## src/rtl/fir_coef_ctrl.sv

```systemverilog
// Coefficient shadow/active bank controller for the symmetric FIR datapath.
// A commit swaps the banks on the next sample, flushes the filter and masks out_valid until the filter refills.
module fir_coef_ctrl #(
  parameter int WIDTH   = 16,
  parameter int NTAPS   = 8,
  parameter int ADDR_W  = 3,
  parameter int LATENCY = 2
) (
  input  logic                   clk,
  input  logic                   reset,
  input  logic                   cfg_valid,
  output logic                   cfg_ready,
  input  logic [ADDR_W-1:0]      cfg_addr,
  input  logic [WIDTH-1:0]       cfg_data,
  input  logic                   cfg_commit,
  output logic                   cfg_err,
  input  logic                   sample_strobe,
  output logic [NTAPS*WIDTH-1:0] coef_bank,
  output logic                   filter_flush,
  output logic                   busy,
  output logic                   out_valid
);

  localparam int CNT_W = $clog2(NTAPS + LATENCY + 1);
  localparam logic [CNT_W-1:0] FILL_COUNT = CNT_W'(NTAPS + LATENCY);

  localparam logic [1:0] IDLE      = 2'd0;
  localparam logic [1:0] WAIT_SWAP = 2'd1;
  localparam logic [1:0] FLUSH     = 2'd2;

  logic [1:0]       state;
  logic [CNT_W-1:0] fill_cnt;
  logic             primed;
  logic [WIDTH-1:0] shadow [NTAPS];
  logic [31:0]      addr_ext;
  logic             accept;
  logic             in_range;

  assign cfg_ready = (state == IDLE);
  assign busy      = (state != IDLE);
  assign accept    = cfg_valid && cfg_ready;
  assign addr_ext  = 32'(cfg_addr);
  assign in_range  = addr_ext < $unsigned(NTAPS);

  // The write lands in the shadow bank on the same edge the commit moves us to WAIT_SWAP.
  always_ff @(posedge clk) begin
    if (reset) begin
      state        <= IDLE;
      fill_cnt     <= '0;
      primed       <= 1'b0;
      cfg_err      <= 1'b0;
      filter_flush <= 1'b0;
      out_valid    <= 1'b0;
      coef_bank    <= '0;
      for (int k = 0; k < NTAPS; k++) shadow[k] <= '0;
    end else begin
      cfg_err      <= accept && !in_range;
      filter_flush <= 1'b0;
      out_valid    <= sample_strobe && primed && (state == IDLE || state == WAIT_SWAP);
      for (int k = 0; k < NTAPS; k++) begin
        if (accept && addr_ext == 32'(k)) shadow[k] <= cfg_data;
      end
      case (state)
        IDLE: begin
          if (accept && cfg_commit) state <= WAIT_SWAP;
        end
        WAIT_SWAP: begin
          if (sample_strobe) begin
            for (int k = 0; k < NTAPS; k++) coef_bank[k*WIDTH +: WIDTH] <= shadow[k];
            filter_flush <= 1'b1;
            fill_cnt     <= FILL_COUNT;
            state        <= FLUSH;
          end
        end
        FLUSH: begin
          if (sample_strobe) begin
            fill_cnt <= fill_cnt - CNT_W'(1);
            if (fill_cnt == CNT_W'(1)) begin
              state  <= IDLE;
              primed <= 1'b1;
            end
          end
        end
        default: state <= IDLE;
      endcase
    end
  end

endmodule

```

## config.mk

```make
export PLATFORM = sky130hd
export DESIGN_NAME = fir_coef_ctrl
export DESIGN_NICKNAME = d
export VERILOG_FILES = /design/src/rtl/fir_coef_ctrl.sv
export SDC_FILE = /design/constraint.sdc
export NUM_CORES = 1
export LEC_CHECK = 0
export CORE_AREA = 4 4 182 184
export CTS_BUF_LIST = sky130_fd_sc_hd__clkbuf_16
export DETAILED_ROUTE_END_ITERATION = 8
export DIE_AREA = 0 0 186 188
export PLACE_DENSITY = 0.49
export SLEW_MARGIN = 20
export SYNTH_ARGS = -nofsm -noshare
export SYNTH_HDL_FRONTEND = slang
export SYNTH_SLANG_ARGS = --single-unit
```

## constraint.sdc

```tcl
create_clock -name clk -period 2.3 [get_ports clk]
set_input_delay 0.46 -clock clk [delete_from_list [all_inputs] [get_ports clk]]
set_output_delay 0.46 -clock clk [all_outputs]
set_load 0.02 [all_outputs]
```

==> metrics, run 1 <==
status=complete, no violations; Synth Instances=between 800 and 900; Skew-Pair Late Insertion Delay=0.55 ns; share of cells above drive strength 1=0.0700; top cells by area, synth=edfxtp_1, dfxtp_1, nand2_1, a21oi_1, nor2_1; largest area contributor in the netlist=edfxtp_1; Max-Cap Viols=0; vias in the first global route=6704; post-route minimum period=between 2 and 2.5 ns; die width=186 um; clock transition at the registers of the reported paths=0.06 ns; cells on worst reg2reg path=5; # rows=65; PwrDens=814 nW/um^2; crit path max fanout=3; max incr delay on CP=0.62 ns; Seq. cell area=between 6000 and 7000 um^2; routed vias/inst=~4.5; unrepaired setup endpoints after global routing=false; Final Cycle Share=0.931; Max VDD drop=0.542 mV; hold path depth=2; Post-synth EDFFs=128; DRC Markers=0; dominant synthesized flop cell=dfxtp_1; Synth Cell Area=just over 9000 um^2; clock tree buffer depth=3; post-route ant nets=0; post-synth top area share=0.413; DRT Pass-1 Iters=4; Avg WL per Cell=17.6 um; Post CTS Setup Buffer Count=0; Die Footprint=35000 um^2; first-pass GRT wire length=39800 um; GRT Total Usage=0.148; hold path endpoint=out_valid; Async S/R FF share, synth=0; reg2reg start=state[1]; min-delay src=primed; Die Height=approximately 190 um; worst setup path startpoint=state[0]; fin nets=1087; #FFs+latches synth=265; syn_nets=922; Critical Path End Type=output pin; H-tree depth reported by CTS=1; Ant. Diodes=0; Root Driver=clkbuf_16; final setup violation count=0; total core area=31400 um^2; Final Hold Fails=0; Placer Congestion=0.746; GR Overflow Total=0; tightest hold margin=between 0.4 and 0.5 ns; slowest CP cell=clkdlybuf4s50_1; Vias=6707; Finished Core Util=0.395; initial antenna violation count=0; # resized after CTS=0; Detail Placement HPWL=about 17000 um; Worst Path Buf+Inv=2; Final Slew Violations=0; DRT Wirelength=26200 um; Leak=4.39 nW; Layout area overhead=33.2%; I/O pin count=157; initial DRC count=381; count leader, synth=nand2_1; I/O Buffers=155; critical path arrival=1.68 ns; sequential share of the synthesized area=0.708; fmax=467 MHz; FF-to-FF setup slack=0.70 ns; hold crit path type=reg2reg; largest net degree at the start of global routing=88; max_slew headroom=0.334; CTS tree=yes; TritonCTS Buffers=30; CP startpoint kind=flop; setup TNS=0 ns; commonest cells in the netlist=nand2_1, dfxtp_1, a21oi_1; Fillers=between 3000 and 4000; area occupied by multi-input gates=2390 um^2; Crit path max-delay family=buffers and inverters; Hold-fix buffers, CTS=0; initial core utilization=0.296; worst slew pin tran=0.998 ns; synth unique cells=32; Worst Setup Path Type=reg2out; synth warn=0; CTS Sinks=between 200 and 300; skew final=0.0167 ns; Crit Reg-Reg Endpoint=shadow[0][35]; CP Cell Sequence=nor2_1, inv_1, clkdlybuf4s50_1; post-synthesis average cell area=10.4 um^2; Worst Path Required=about 1.8 ns
[worst max-delay path by stage]
stage | end | slack, ns | cells after the start
2_1_floorplan | shadow[0][16] | 0.45 | 4
3_3_place_gp | shadow[0][11] | 0.20 | 5
3_5_place_dp | shadow[0][9] | 0.25 | 5
4_1_cts | busy | 0.13 | 3
5_1_grt | busy | 0.05 | 3
6_report | busy | 0.16 | 3
[metal layers]
layer / part of all wire / up-vias / wire length [um] / track usage
met5: 0 / - / 0 / 0
met4: 0.020 / 0 / 514 / 0.0356
met3: 0.063 / 41 / 1660 / 0.0363
met2: 0.47 / 163 / 12200 / 0.239
met1: 0.45 / 3203 / 11800 / 0.200
li1: - / 3300 / - / -
[cell type report]
| cell class | count | area share |
|---|---|---|
| multi-input cells | 554 | 0.193 |
| clock buffers | 31 | 0.0626 |
| repair buffers | 189 | 0.157 |
| clock inverters | 25 | 0.00859 |
| well taps | 402 | 0.0406 |
| inverters | 21 | 0.00636 |
| flip-flops and latches | 265 | 0.532 |
[worst register-to-register path, stage by stage, from the launching register on]
cell,delay [ns]
dfxtp_1,0.31
buf_4,0.19
nor3_2,0.29
nand2_1,0.16
nand2_1,0.17
buf_12,0.18
[power breakdown]
group | total (W) | internal [W] | switching, W
Combinational | 0.000643 | 0.000229 | 0.000414
Clock | 0.00426 | 0.00241 | 0.00184
Sequential | 0.00518 | 0.00512 | 0.0000615
Total | 0.0101 | 0.00776 | 0.00232
[sequential cells by signal, summed over array words and instances (netlist names)]
name and cells:
filter_flush 1, primed 1, shadow 128, fill_cnt 4, coef_bank 128, state 2
out_valid 1
[per-stage QoR]
step	instance area (um^2)	setup WS, ns	power [W]	std cells
floorplan	9300	0.448	0.00558	896
global placement	11500	0.204	0.00593	1431
detailed placement	11500	0.250	0.00594	1431
CTS	12400	0.130	0.0102	1487
global route	12400	0.0467	0.0105	1487
finish	12400	0.158	0.0101	1487
[cell families after synthesis]
family	share of synthesized area
compound gates	0.0796
fa+ha+maj	0.00269
buf+inv	0.0350
flops	0.708
mux	0.00336
other cells	0.000403
simple gates	0.171
[cell usage in the layout (no fill, tap or decap), types with 2 or more instances in the layout]
| cell type | synthesis | layout |
|---|---|---|
| nor3b_1 | 2 | 2 |
| clkinv_1 | 0 | 6 |
| a21oi_1 | 132 | 132 |
| ha_1 | 2 | 2 |
| a41o_1 | 2 | 2 |
| o21ai_0 | 2 | 2 |
| nor3_1 | 3 | 3 |
| edfxtp_1 | 128 | 128 |
| dfxtp_1 | 137 | 137 |
| buf_4 | 1 | 24 |
| clkbuf_16 | 0 | 31 |
| clkdlybuf4s50_1 | 0 | 154 |
| nor2_1 | 101 | 101 |
| clkinv_2 | 0 | 4 |
| and3b_1 | 4 | 3 |
| inv_1 | 21 | 34 |
| mux2i_1 | 2 | 2 |
| nand2_1 | 287 | 287 |
| nor4_1 | 2 | 2 |
| buf_12 | 0 | 11 |
(Power assumes the default switching activity.)
==> run 2: changes to the inputs <==
CAP_MARGIN = 10   (was unset)
SLEW_MARGIN = 15   (was 20)
==> results of run 2 <==
Same layout as run 1: the final DEF is identical, and so are final timing and power.
==> run 3: changes to the inputs <==
CAP_MARGIN = 20   (was 10)
==> results of run 3 <==
Same layout as run 1: the final DEF is identical, and so are final timing and power.
